<file path="config.mk">
export PLATFORM = sky130hd
export DESIGN_NAME = pu_msp430_clock_switch_ctrl_flat
export DESIGN_NICKNAME = d
export VERILOG_FILES = /design/src/rtl/pu_msp430_clock_switch_ctrl_if.sv /design/src/rtl/pu_msp430_clock_switch_ctrl.sv /design/src/flat_wrapper.sv
export SDC_FILE = /design/constraint.sdc
export NUM_CORES = 1
export LEC_CHECK = 0
export ABC_AREA = 1
export BUFFER_PORTS_ARGS = -buffer_cell sky130_fd_sc_hd__buf_2
export CORE_MARGIN = 2
export CORE_UTILIZATION = 35
export DETAILED_ROUTE_END_ITERATION = 16
export GPL_TIMING_DRIVEN = 1
export PLACE_DENSITY = 0.5
export SLEW_MARGIN = 0
export SYNTH_ARGS = -nofsm -noshare
export SYNTH_HDL_FRONTEND = slang
export SYNTH_SLANG_ARGS = --single-unit
</file>
<file path="constraint.sdc">
create_clock -name clk_in0_inv -period 3 [get_ports clk_in0_inv]
set_clock_uncertainty 0.2 [all_clocks]
set_input_delay 0.3 -clock clk_in0_inv [delete_from_list [all_inputs] [get_ports clk_in0_inv]]
set_output_delay 0.3 -clock clk_in0_inv [all_outputs]
set_load 0.03 [all_outputs]
</file>
<file path="src/rtl/pu_msp430_clock_switch_ctrl_if.sv">
// pu_msp430_clock_switch_ctrl_if: request/status bundle
// between software-side control and the clock switch sequencer.
interface pu_msp430_clock_switch_ctrl_if;
  logic sel_req;
  logic clk1_tog;
  logic fault_clr;
  logic osc1_en;
  logic selection;
  logic sel_status;
  logic busy;
  logic fault;

  modport master (
    output sel_req,
    output clk1_tog,
    output fault_clr,
    input  osc1_en,
    input  selection,
    input  sel_status,
    input  busy,
    input  fault
  );

  modport slave (
    input  sel_req,
    input  clk1_tog,
    input  fault_clr,
    output osc1_en,
    output selection,
    output sel_status,
    output busy,
    output fault
  );
endinterface

</file>
<file path="src/rtl/pu_msp430_clock_switch_ctrl.sv">
// pu_msp430_clock_switch_ctrl: safe clk_in1 selection sequencer.
// Optional SEL1 watchdog fallback: PU_MSP430_CLKSW_FAILSAFE_EN.
module pu_msp430_clock_switch_ctrl #(
  parameter int SETTLE_CYC   = 64,
  parameter int EDGE_MIN     = 4,
  parameter int WDOG_CYC     = 16,
  parameter int HANDOVER_CYC = 8
) (
  input logic                          clk_in0_inv,
  input logic                          reset,
  pu_msp430_clock_switch_ctrl_if.slave bus
);
  localparam int CM0 =
    (SETTLE_CYC > WDOG_CYC) ? SETTLE_CYC : WDOG_CYC;
  localparam int CMAX =
    (CM0 > HANDOVER_CYC) ? CM0 : HANDOVER_CYC;
  localparam int CW = $clog2(CMAX + 1);
  localparam int EW = $clog2(EDGE_MIN + 1);

  localparam logic [CW-1:0] C_MAX = CW'(CMAX);
  localparam logic [CW-1:0] C_SET = CW'(SETTLE_CYC - 1);
  localparam logic [CW-1:0] C_WDG = CW'(WDOG_CYC);
  localparam logic [CW-1:0] C_HND = CW'(HANDOVER_CYC - 1);
  localparam logic [EW-1:0] E_MAX = EW'(EDGE_MIN);
  localparam logic [EW-1:0] E_LST = EW'(EDGE_MIN - 1);

  typedef enum logic [2:0] {
    S_IDLE0,
    S_WAKE,
    S_CHECK,
    S_SEL1,
    S_DRAIN
  } state_t;

  state_t        r_state;
  state_t        w_state_nx;
  logic [CW-1:0] r_cnt;
  logic [CW-1:0] w_cnt_nx;
  logic [CW-1:0] w_cnt_inc;
  logic [EW-1:0] r_ecnt;
  logic [EW-1:0] w_ecnt_nx;
  logic [EW-1:0] w_ecnt_inc;
  logic          r_s1;
  logic          r_s2;
  logic          r_s3;
  logic          w_edge;
  logic          w_wdog;
  logic          w_fault_set;
  logic          r_fault;
  logic          r_osc;
  logic          r_sel;
  logic          r_stat;
  logic          r_busy;

  assign w_edge = r_s2 ^ r_s3;
  assign w_wdog = ~w_edge & (r_cnt == C_WDG);

  assign w_cnt_inc =
    (r_cnt == C_MAX) ? r_cnt : r_cnt + 1'b1;
  assign w_ecnt_inc =
    (r_ecnt == E_MAX) ? r_ecnt : r_ecnt + 1'b1;

  always_comb begin
    w_state_nx  = r_state;
    w_cnt_nx    = r_cnt;
    w_ecnt_nx   = r_ecnt;
    w_fault_set = 1'b0;
    unique case (r_state)
      S_IDLE0: begin
        if (bus.sel_req & ~r_fault) begin
          w_state_nx = S_WAKE;
          w_cnt_nx   = '0;
        end
      end
      S_WAKE: begin
        w_cnt_nx = w_cnt_inc;
        if (!bus.sel_req) begin
          w_state_nx = S_DRAIN;
          w_cnt_nx   = '0;
        end else if (r_cnt == C_SET) begin
          w_state_nx = S_CHECK;
          w_cnt_nx   = '0;
          w_ecnt_nx  = '0;
        end
      end
      S_CHECK: begin
        if (w_edge) begin
          w_cnt_nx  = '0;
          w_ecnt_nx = w_ecnt_inc;
        end else begin
          w_cnt_nx = w_cnt_inc;
        end
        if (w_wdog) begin
          w_fault_set = 1'b1;
          w_state_nx  = S_DRAIN;
          w_cnt_nx    = '0;
        end else if (!bus.sel_req) begin
          w_state_nx = S_DRAIN;
          w_cnt_nx   = '0;
        end else if (w_edge && r_ecnt == E_LST) begin
          w_state_nx = S_SEL1;
          w_cnt_nx   = '0;
        end
      end
      S_SEL1: begin
`ifdef PU_MSP430_CLKSW_FAILSAFE_EN
        w_cnt_nx = w_edge ? '0 : w_cnt_inc;
        if (w_wdog) begin
          w_fault_set = 1'b1;
          w_state_nx  = S_DRAIN;
          w_cnt_nx    = '0;
        end else if (!bus.sel_req) begin
          w_state_nx = S_DRAIN;
          w_cnt_nx   = '0;
        end
`else
        if (!bus.sel_req) begin
          w_state_nx = S_DRAIN;
          w_cnt_nx   = '0;
        end
`endif
      end
      S_DRAIN: begin
        w_cnt_nx = w_cnt_inc;
        if (r_cnt == C_HND) begin
          w_state_nx = S_IDLE0;
          w_cnt_nx   = '0;
        end
      end
      default: begin
        w_state_nx = S_IDLE0;
        w_cnt_nx   = '0;
      end
    endcase
  end

  // Outputs decode the next state so they are flops, not gates.
  always_ff @(posedge clk_in0_inv or posedge reset) begin
    if (reset) begin
      r_s1    <= 1'b0;
      r_s2    <= 1'b0;
      r_s3    <= 1'b0;
      r_state <= S_IDLE0;
      r_cnt   <= '0;
      r_ecnt  <= '0;
      r_fault <= 1'b0;
      r_osc   <= 1'b0;
      r_sel   <= 1'b0;
      r_stat  <= 1'b0;
      r_busy  <= 1'b0;
    end else begin
      r_s1    <= bus.clk1_tog;
      r_s2    <= r_s1;
      r_s3    <= r_s2;
      r_state <= w_state_nx;
      r_cnt   <= w_cnt_nx;
      r_ecnt  <= w_ecnt_nx;
      r_fault <= w_fault_set |
                 (r_fault & ~bus.fault_clr);
      r_osc   <= (w_state_nx != S_IDLE0);
      r_sel   <= (w_state_nx == S_SEL1);
      r_stat  <= (w_state_nx == S_SEL1);
      r_busy  <= (w_state_nx == S_WAKE) ||
                 (w_state_nx == S_CHECK) ||
                 (w_state_nx == S_DRAIN);
    end
  end

  assign bus.osc1_en    = r_osc;
  assign bus.selection  = r_sel;
  assign bus.sel_status = r_stat;
  assign bus.busy       = r_busy;
  assign bus.fault      = r_fault;
endmodule

</file>
<file path="src/flat_wrapper.sv">
// flat-port wrapper written by rule: the top's interface ports become plain ports
module pu_msp430_clock_switch_ctrl_flat 
#(
  parameter int SETTLE_CYC   = 64,
  parameter int EDGE_MIN     = 4,
  parameter int WDOG_CYC     = 16,
  parameter int HANDOVER_CYC = 8
)
  (clk_in0_inv, reset, bus_sel_req, bus_clk1_tog, bus_fault_clr, bus_osc1_en, bus_selection, bus_sel_status, bus_busy, bus_fault);
  pu_msp430_clock_switch_ctrl_if bus_i ();
  input logic clk_in0_inv;
  input logic reset;
  input wire logic [$bits(bus_i.sel_req)-1:0] bus_sel_req;
  input wire logic [$bits(bus_i.clk1_tog)-1:0] bus_clk1_tog;
  input wire logic [$bits(bus_i.fault_clr)-1:0] bus_fault_clr;
  output wire logic [$bits(bus_i.osc1_en)-1:0] bus_osc1_en;
  output wire logic [$bits(bus_i.selection)-1:0] bus_selection;
  output wire logic [$bits(bus_i.sel_status)-1:0] bus_sel_status;
  output wire logic [$bits(bus_i.busy)-1:0] bus_busy;
  output wire logic [$bits(bus_i.fault)-1:0] bus_fault;
  assign bus_i.sel_req = bus_sel_req;
  assign bus_i.clk1_tog = bus_clk1_tog;
  assign bus_i.fault_clr = bus_fault_clr;
  assign bus_osc1_en = bus_i.osc1_en;
  assign bus_selection = bus_i.selection;
  assign bus_sel_status = bus_i.sel_status;
  assign bus_busy = bus_i.busy;
  assign bus_fault = bus_i.fault;
  pu_msp430_clock_switch_ctrl #(.SETTLE_CYC(SETTLE_CYC), .EDGE_MIN(EDGE_MIN), .WDOG_CYC(WDOG_CYC), .HANDOVER_CYC(HANDOVER_CYC)) u_core (.clk_in0_inv(clk_in0_inv), .reset(reset), .bus(bus_i));
endmodule
</file>
Yosys cells after proc, flatten, opt, wreduce, memory -nomap -nowiden --
Index checks and enable logic that the tools add are counted.
Word-level totals: register bits after elaboration 20, input port bits 5, logic and storage cells 75
Cells by class: reduce and logical (&&, ||, !) cells 8, multiplexer cells 27, add/subtract/negate cells 2, bitwise gates (word level) 8, eq/ne operators 20
Operator list (number):
- $mux W7 | 10
- $mux W3 | 12
- $pmux W7 S5 | 1
- $eq A3 B2 Y1 const B | 5
- $pmux W3 S5 | 1
- $eq A3 B3 Y1 const B | 3
- $add A7 B1 Y7 const B | 1
- $eq A7 B3 Y1 const B | 1
- $eq A7 B5 Y1 const B | 1
- $eq A7 B6 Y1 const B | 1
- $eq A7 B7 Y1 const B | 1
- $eq A3 B1 Y1 const B | 2
- $ne A2 B1 Y1 const B | 3
- $ne A2 B2 Y1 const B | 3
- $pmux W3 S2 | 1
- $reduce_and A5 Y1 | 1
- $add A3 B1 Y3 const B | 1
- $and A1 B1 Y1 | 3
- $logic_not A3 Y1 | 1
- $not A1 Y1 | 3
- $reduce_bool A3 Y1 | 1
- $logic_or A1 B1 Y1 | 2
- $mux W1 | 2
- $reduce_and A2 Y1 | 1
- 4 further kinds | 4

Depth between registers and ports, before layout --
Gate-level depths: netlist of run 1.
depth in word-level cells 9, mapped depth 11, gate-level depth less buffers 11

Worst setup path after synthesis of run 1 --
No wires, ideal clock.
kind reg2reg, from reg u_core.r_cnt[0], to reg u_core.r_osc (netlist: u_core.bus.osc1_en), period minus slack after synthesis 1683 ps, cell stages (with the launch flop) 10, path buffers 0, setup slack 1317 ps, library setup time 135 ps, arrival time 1349 ps, cell sequence dfrtp_1 inv_1 ha_1 nand2_1 nor2_1 nand3_1 nand2_2 nand2_1 a21oi_1 nand3_1
Between the ends: cells in the longest elaborated chain, start to end 5, elaborated cells on any way between the ends 10
Ends and longest elaborated chain:
- start, declared | line pu_msp430_clock_switch_ctrl.sv:37 | logic [CW-1:0] r_cnt;
- start signal, assigned | line pu_msp430_clock_switch_ctrl.sv:156 | r_cnt <= w_cnt_nx;
- $eq A7 B5 Y1 or $eq A7 B6 Y1 (tied branches) | line pu_msp430_clock_switch_ctrl.sv:56, pu_msp430_clock_switch_ctrl.sv:80
- $and A1 B1 Y1 or $mux W3 (tied branches) | line pu_msp430_clock_switch_ctrl.sv:56, pu_msp430_clock_switch_ctrl.sv:80
- $mux W3, on equally long branches | line pu_msp430_clock_switch_ctrl.sv:93, pu_msp430_clock_switch_ctrl.sv:77
- $pmux W3 S5 * | line pu_msp430_clock_switch_ctrl.sv:68 | unique case (r_state)
- $reduce_bool A3 Y1 * | line pu_msp430_clock_switch_ctrl.sv:160 | r_osc <= (w_state_nx != S_IDLE0);
- end signal, assigned | line pu_msp430_clock_switch_ctrl.sv:160
- end, declared | line pu_msp430_clock_switch_ctrl.sv:50 | logic r_osc;
Every way passes the cells marked *; elsewhere a longest branch is shown, timed or not. A chain may end at the register's enable or synchronous reset.

Worst setup path in the final report of run 1 --
Ends and elaborated chain as after synthesis.

==> results of run 1 <==
[path summary, 6_finish.rpt]
path,start,end,slack [ns],depth (start not counted)
setup / recovery,u_core.r_cnt[0],u_core.bus.osc1_en,1.07,9
hold / removal,u_core.r_s1,u_core.r_s2,0.17,0
setup reg to reg,u_core.r_cnt[0],u_core.bus.osc1_en,1.07,9
hold reg to reg,u_core.r_s1,u_core.r_s2,0.17,0
max in group asynchronous,reset,u_core.r_cnt[1],1.67,3
min in group asynchronous,reset,u_core.r_s3,0.46,3
[where the power goes]
group	total, uW	internal [uW]	switching (uW)
combinational	20.7	6.06	14.7
sequential	272	272	0.899
clock	162	74.2	87.7
[layer usage]
layer  routed length, um  track usage  vias to the layer above  part of all wire
met3                  68       0.0211                        9             0.025
met1                1330        0.213                      511              0.49
met5                   0            0                        -                 0
li1                    -            -                      578                 -
met2                1260        0.249                       14              0.46
met4                  78       0.0824                        0             0.028
[metrics by stage]
stage                     setup slack, ns  power [uW]
after floorplan                      1.32         289
after global placement               1.10         296
after detailed placement             1.06         296
after CTS                            1.06         461
after global routing                0.812         476
final                                1.07         455
[synth_stat cells, drive strengths merged]
| cell | n |
|---|---|
| nand3 | 19 |
| o21ai | 2 |
| o2111ai | 1 |
| nand4 | 13 |
| ha | 5 |
| mux2i | 1 |
| nor3 | 3 |
| a21oi | 3 |
| buf | 2 |
| dfrtp | 20 |
| and2 | 1 |
| o22ai | 2 |
| xor2 | 2 |
| nand2 | 47 |
| nor2 | 16 |
| and3 | 1 |
| inv | 31 |
| a22oi | 1 |
[cell families (layout without fill, tap and decap cells)]
family	count (synthesis)	after routing	share of synthesized area
AND/OR/NAND/NOR	100	100	0.384
AO/OA/AOI/OAI	9	9	0.0465
buffers and inverters	33	47	0.102
flip-flops	20	20	0.396
XOR/XNOR	2	2	0.0139
multiplexers	1	1	0.00792
adder cells (fa/ha/maj)	5	5	0.0495
[area by class of cell]
class,count,share of cell area
Multi-Input combinational cell,117,0.447
Sequential cell,20,0.352
Inverter,31,0.0819
Timing Repair Buffer,12,0.0529
Tap cell,46,0.0405
Clock buffer,4,0.0256
[repair_timing]
item / 4_1_cts / 5_1_grt
setup endpoints to repair: 0 / 0
hold buffers: 3 / 0
endpoints found under the hold margin: 22 / 0
==> qor.txt, run 1 <==
CP endpoint kind: flip-flop
Initial drt markers: 22
Most frequent cells in the layout: nand2_1 (45), inv_1 (29), dfrtp_1 (20)
GPL Wtd Cong: 0.843
Area delta synth->final: 12.4%
Synth unique cells: 24
First-pass GRT wire length: 5140 um
CTS max path bufs: 2
Syn Inst Count: 170
Post-CTS sizing: 0
YS warnings: 0
Slew headroom: 0.490
Initial antenna violation count: 0
Critical path required time: 3.00 ns
Synth Area per Inst: 7.43 sq um
Die H: 64.1 um
Remaining DRCs: 0
HPWL after DPL: 2160 um
Slew @ Worst Pin: 0.764 ns
Max reg flops: 7
Detailed Routing Iterations Pass 1: 4
Leak: 0.000743 uW
RSZ-0062 raised after global routing: false
Placed insts: 223
DR WL/cell: 11.9 um
CP max-delay cell: dfrtp_1
Synthesized Nets: 180
I/O pin count: 10
Reg with most FFs: u_core.r_cnt
Commonest non-fill, non-tap cell in the layout: nand2_1
Max FO, Critical Path: 4
Vias/cell: 4.83
Yosys top cell area share: 0.396
Class of the worst hold path: flip-flop to flip-flop
Mapped Area: 1260 sq um
Worst path top cell family by delay: simple AND/OR/NAND/NOR gates
CTS tree: built
Core Area: 3390 sq um
DR vias: 1,112
Yosys reg bits: 20
Worst path cell trace: inv_1, ha_1, nand2_1, nor2_1, nand3_1, nand2_2, nand2_1, a21oi_1, nand3_1
Fmax: 518 MHz
Worst IR Drop VDD: 0.198 mV
Post-DP Area: 1350 sq um
Clk sinks: 20
Tcrit/Tclk final: 0.643
Final Max Tran Viols: 0
Global-route usage over all layers: 0.158
Max_cap viols: 0
Setup TNS: 0 ns
CTS Root Cell: clkbuf_4
Post CTS Setup Buffer Count: 0
Remaining antenna violation count: 0
Routed wire length: 2740 um
Outcome: completed
Post-route insts no fill: 230
Final setup fails: 0
Largest net degree at the start of global routing: 21
Largest registers: u_core.r_cnt: 7 flops, u_core.r_ecnt: 3 flops, u_core.r_state: 3 flops
Min Hold Slack: 0.168 ns
IO buf count: 9
FP Rows: 21
Worst-skew pair later-pin latency: 0.31 ns
Worst path max stage delay: 0.43 ns
CTS buffer count: 3
PwrDens: 320 nW/um^2
Post-route cell area: 1420 sq um
Filler cells: 370
Total gr overflow: 0
Post-layout util: 0.419
Startpoint Class: flip-flop
Final Critical Period: 1.93 ns
Starting density of the core: 0.373
Diodes inserted: 0
Vias in the first global route: 1,151
Combined flip-flop and latch cell area: 500 sq um
Width of the die: 64.1 um
Clk pin slew, worst setup/hold paths: 0.12 ns
Layout Nets: 195
Hold violation count in the final report: 0
Seq/Total Area, Yosys: 0.396
Synth area leaders: dfrtp_1 (40%), nand2_1 (13%), inv_1 (8.6%)
H-tree lvl count: 1
CP Data Arrival Time: 1.93 ns
Crit Path Class: flip-flop to flip-flop
Share of cells above drive strength 1: 0.136
Die ar.: 4110 sq um
CP Buf/Inv Count: 1
Synth area leader: dfrtp_1
Area occupied by multi-input gates: 634 sq um
(Power assumes the default switching activity.)
==> run 2: changes to the inputs <==
PLACE_DENSITY = 0.52   (was 0.5)
clock period = 1.69 ns   (was 3 ns; I/O delays follow)
==> run 2 against run 1 <==
- the run now ends with setup timing left
- critical path type unchanged
- largest cell class unchanged
- clock power increased by 42%
- wire length increased by 14%
- sequential power grew 78%
- largest power group unchanged
- via count grew 11%
- maximum frequency is 13% higher
- highest routed layer unchanged
==> qor.txt, run 2 (synthesized netlist as in run 1, its figures left out) <==
Outcome: finished, violations left
Failing checks: setup timing
CTS Root Cell: clkbuf_4
Class of the worst hold path: primary input to flip-flop
Leak: 0.000859 uW
Reg2Reg Setup Slack: -0.02 ns
Worst path cell trace: ha_2, nand2_2, inv_2, nand3_2, nand2_1, nand2_4, a21oi_4, nand2_1, nand3_1
Worst IR Drop VDD: 0.397 mV
Switching share of power: 0.235
Worst-skew pair later-pin latency: 0.30 ns
DR WL/cell: 12.4 um
Logic pwr share: 0.057
Worst Hold Path EP: u_core.r_cnt[3]
Post-route cell area: 1680 sq um
CTS max path bufs: 2
HPWL after DPL: 2360 um
CP Data Arrival Time: 1.76 ns
First-pass GRT wire length: 5460 um
Final setup fails: 6
R2R Path End: u_core.bus.busy
Slew @ Worst Pin: 0.372 ns
Core Area: 3390 sq um
Total gr overflow: 0
Pint: 580 uW
Sw power: 178 uW
Area delta synth->final: 33.3%
Remaining DRCs: 0
Max_cap viols: 0
Worst path top cell family by delay: simple AND/OR/NAND/NOR gates
Clk pin slew, worst setup/hold paths: 0.11 ns
Startpoint Class: flip-flop
Reg power frac: 0.639
Min-delay src: bus_sel_req
Global-route usage over all layers: 0.164
Most frequent cells in the layout: nand2_1 (37), inv_1 (24), buf_4 (19), dfrtp_1 (19), nand4_1 (13)
I/O pin count: 10
CTS buffer count: 3
Commonest non-fill, non-tap cell in the layout: nand2_1
CP max-delay cell: dfrtp_1
Initial drt markers: 40
IO buf count: 9
CTS tree: built
Final Max Tran Viols: 0
Reg with most FFs: u_core.r_cnt
Die H: 64.1 um
Tcrit/Tclk final: 1.01
FF-to-FF Start: u_core.r_cnt[0]
GPL Wtd Cong: 0.905
H-tree lvl count: 1
Routed wire length: 3120 um
Max reg flops: 7
R2R depth: 9
Slew headroom: 0.752
Post-route setup slack: -0.0244 ns
RSZ-0062 raised after global routing: true
DR vias: 1,236
Vias in the first global route: 1,295
Detailed Routing Iterations Pass 1: 4
Worst path max stage delay: 0.42 ns
Max FO, Critical Path: 4
PwrDens: 450 nW/um^2
Crit Path Class: flip-flop to flip-flop
Share of cells above drive strength 1: 0.361
Diodes inserted: 0
Most used cell, CP: nand2_1
Post-DP Area: 1470 sq um
Remaining antenna violation count: 0
Layout Nets: 217
Largest net degree at the start of global routing: 21
WHS Path Cells: 3
Clock share of power: 0.304
Largest registers: u_core.r_cnt: 7 flops, u_core.r_ecnt: 3 flops, u_core.r_state: 3 flops
FP Rows: 21
Width of the die: 64.1 um
Initial antenna violation count: 0
Min Hold Slack: 0.0829 ns
CP endpoint kind: flip-flop
Vias/cell: 4.92
Die ar.: 4110 sq um
Starting density of the core: 0.373
Final Critical Period: 1.71 ns
Fmax: 583 MHz
Filler cells: 325
Hold violation count in the final report: 0
Clk sinks: 20
Critical path required time: 1.73 ns
CP Buf/Inv Count: 1
-- run 2: worst max path at each step --
stage	startpoint	to	slack, ns	cells after the start
after detailed placement	u_core.r_cnt[0]	u_core.bus.osc1_en	-0.13	9
after CTS	u_core.r_cnt[0]	u_core.bus.busy	-0.07	10
final	u_core.r_cnt[0]	u_core.bus.busy	-0.02	9
after floorplan	u_core.r_cnt[0]	u_core.bus.osc1_en	0.007	9
after global placement	u_core.r_cnt[0]	u_core.bus.osc1_en	-0.09	9
after global routing	u_core.r_cnt[0]	u_core.bus.osc1_en	-0.15	10
-- run 2: layer usage --
metal,vias to the layer above,part of all wire,global-route usage
li1,624,-,-
met1,577,0.44,0.211
met2,29,0.51,0.288
met3,6,0.039,0.0282
met4,0,0.014,0.0372
met5,-,0,0
-- run 2: through the flow --
stage | worst slack [ns] | cells | TNS, ns | util | total power [uW]
2_1_floorplan | 0.00686 | 170 | 0 | - | 513
3_3_place_gp | -0.0933 | 238 | -0.461 | 0.433 | 530
3_5_place_dp | -0.132 | 238 | -0.672 | 0.433 | 530
4_1_cts | -0.0652 | 248 | -0.363 | 0.469 | 771
5_1_grt | -0.151 | 251 | -1.16 | 0.497 | 800
6_report | -0.0244 | 251 | -0.0783 | 0.497 | 757
-- run 2: timing repair --
action,CTS,global route
resized for setup,12,25
setup endpoints to repair,11,15
hold buffers,3,0
setup buffers,4,3
hold endpoints to repair,22,0
pin swaps,7,11
-- run 2: power by group through the flow --
stage | clock network [uW] | logic, uW | registers (uW)
after floorplan | 0 | 20.5 | 493
after global placement | 0 | 36.7 | 493
after detailed placement | 0 | 37.5 | 493
after CTS | 243 | 44.2 | 484
after global routing | 266 | 49.5 | 484
final | 230 | 43.2 | 484
-- run 2: cell type report --
class / count / area, sq um / share of cell area
Tap cell: 46 / 57.6 / 0.0342
Multi-Input combinational cell: 117 / 734 / 0.436
Timing Repair Buffer: 34 / 251 / 0.149
Inverter: 31 / 116 / 0.0691
Clock buffer: 3 / 22.5 / 0.0134
Sequential cell: 20 / 502 / 0.298
-- run 2: tightest hold or removal path, cell delays in order --
cell and delay [ns]:
buf_2 0.19, nand4_1 0.12, nand4_1 0.07
==> run 3: changes to the inputs <==
==> constraint.sdc (replaced) <==
create_clock -name clk_in0_inv -period 1.69 [get_ports clk_in0_inv]
set_clock_uncertainty 0.2 [all_clocks]
set_input_delay 0.0845 -clock clk_in0_inv [delete_from_list [all_inputs] [get_ports clk_in0_inv]]
set_output_delay 0.0845 -clock clk_in0_inv [all_outputs]
set_load 0.03 [all_outputs]
==> run 3 against run 2 <==
- non-clock buffer count is the same
- utilization is 0.26 points lower
- cell area down 0.52%
- via count fell by 0.97%
- the flow still finishes with violations (setup timing)
- clock power is essentially flat
- clock-buffer cell count is the same
- global-route usage is 0.59 points higher
==> qor.txt, run 3 (synthesized netlist as in run 1, its figures left out) <==
FF-to-FF Start: u_core.r_cnt[1]
Critical path required time: 1.73 ns
Metal-1 WL: 1450 um
CP max-delay cell: dfrtp_1
Reg2Reg Setup Slack: -0.03 ns
CTS buffer count: 3
Clk sinks: 20
Outcome: finished, violations left
Starting density of the core: 0.373
RSZ-0062 raised after global routing: true
Area delta synth->final: 32.6%
H-tree lvl count: 1
Detailed Routing Iterations Pass 1: 4
Worst-skew pair later-pin latency: 0.30 ns
Worst path cell trace: inv_1, ha_2, nand2_2, nor2_4, buf_4, buf_4, nand4_1, nand2_1, inv_2, nand3_1
Share of cells above drive strength 1: 0.346
GPL Wtd Cong: 0.917
Pre-CTS WS: -0.126 ns
R2R depth: 10
Final setup fails: 3
Die H: 64.1 um
Remaining DRCs: 0
Fmax: 582 MHz
DR vias: 1,224
Worst IR Drop VDD: 0.325 mV
I/O pin count: 10
Largest net degree at the start of global routing: 14
Routed wire length: 3120 um
CP Buf/Inv Count: 4
Remaining antenna violation count: 0
Final Critical Period: 1.72 ns
Post-route cell area: 1680 sq um
Tcrit/Tclk final: 1.02
DR top layer: met4
Post-layout util: 0.494
Reg with most FFs: u_core.r_cnt
CTS tree: built
Max_cap viols: 0
Global-route usage over all layers: 0.170
IO buf count: 9
Post-DP Area: 1470 sq um
Most frequent cells in the layout: nand2_1 (38), inv_1 (25), buf_4 (20)
Vias/cell: 4.88
Worst path top cell family by delay: simple AND/OR/NAND/NOR gates
CTS max path bufs: 2
First-pass GRT wire length: 5480 um
DR WL/cell: 12.4 um
FP Rows: 21
Total gr overflow: 0
Core Area: 3390 sq um
Layout Nets: 217
Post-route insts no fill: 251
CTS Root Cell: clkbuf_4
Setup TNS: -0.0720 ns
CP endpoint kind: flip-flop
Post-route setup slack: -0.0288 ns
Crit Path Class: flip-flop to flip-flop
Die ar.: 4110 sq um
Class of the worst hold path: primary input to asynchronous set/reset pin
Final Max Tran Viols: 0
Clk pin slew, worst setup/hold paths: 0.11 ns
Initial drt markers: 86
Startpoint Class: flip-flop
CP Data Arrival Time: 1.76 ns
Leak: 0.000849 uW
Max reg flops: 7
WL met2: 1530 um
Max FO, Critical Path: 4
Worst path max stage delay: 0.44 ns
Filler cells: 342
Largest registers: u_core.r_cnt: 7 flops, u_core.r_ecnt: 3 flops, u_core.r_state: 3 flops
Width of the die: 64.1 um
Slew headroom: 0.791
Initial antenna violation count: 0
Vias in the first global route: 1,219
R2R Path End: u_core.bus.busy
Placed insts: 238
Most used cell, CP: buf_4
Failing checks: setup timing
PwrDens: 452 nW/um^2
HPWL after DPL: 2460 um
Hold violation count in the final report: 0
Diodes inserted: 0
Commonest non-fill, non-tap cell in the layout: nand2_1
Metal3 WL: 83 um
Slew @ Worst Pin: 0.313 ns
[run 3: timing repair]
item | in CTS | in global routing
pin swaps | 5 | 4
endpoints found under the setup margin | 10 | 15
setup buffers | 3 | 3
hold buffers | 4 | 0
resized for setup | 15 | 17
endpoints found under the hold margin | 24 | 0
[run 3: worst max path at each step]
stage                         endpoint            start  depth (start not counted)
global placement    u_core.bus.osc1_en  u_core.r_cnt[0]                          9
detailed placement     u_core.r_cnt[4]  u_core.r_cnt[1]                          8
global route        u_core.bus.osc1_en  u_core.r_cnt[1]                         10
CTS                    u_core.bus.busy  u_core.r_cnt[1]                         10
floorplan           u_core.bus.osc1_en  u_core.r_cnt[0]                          9
finish                 u_core.bus.busy  u_core.r_cnt[1]                         10
[run 3: power breakdown]
part           leakage (uW)  switching (uW)  total (uW)  internal, uW
clock             0.0000138             146         229          83.1
sequential         0.000240            1.70         484           482
combinational      0.000595            28.2        44.3          16.1
total              0.000849             176         757           581
[run 3: metal layers]
metal | vias up | track usage
met3 | 6 | 0.0211
met2 | 24 | 0.289
met4 | 0 | 0.0559
li1 | 620 | -
met1 | 574 | 0.224
met5 | - | 0
[run 3: area by class of cell]
| cell class | count | area, sq um | area share |
|---|---|---|---|
| Sequential cell | 20 | 502 | 0.299 |
| Multi-Input combinational cell | 117 | 731 | 0.436 |
| Clock buffer | 3 | 22.5 | 0.0134 |
| Tap cell | 46 | 57.6 | 0.0344 |
| Inverter | 31 | 116 | 0.0695 |
| Timing Repair Buffer | 34 | 246 | 0.147 |
[run 3: worst reg2reg max path, delay by kind of cell (launching register included)]
kind,cells,cell delay [ns]
adders and majority gates,1,0.16
and+or+nand+nor,5,0.54
buffers and inverters,4,0.33
DFF,1,0.44
[run 3: stage by stage]
stage / power (uW) / hold WS (ns)
global route: 798 / 0.0835
floorplan: 513 / -0.152
CTS: 767 / 0.0568
global placement: 529 / -0.170
detailed placement: 530 / -0.155
finish: 757 / 0.0590
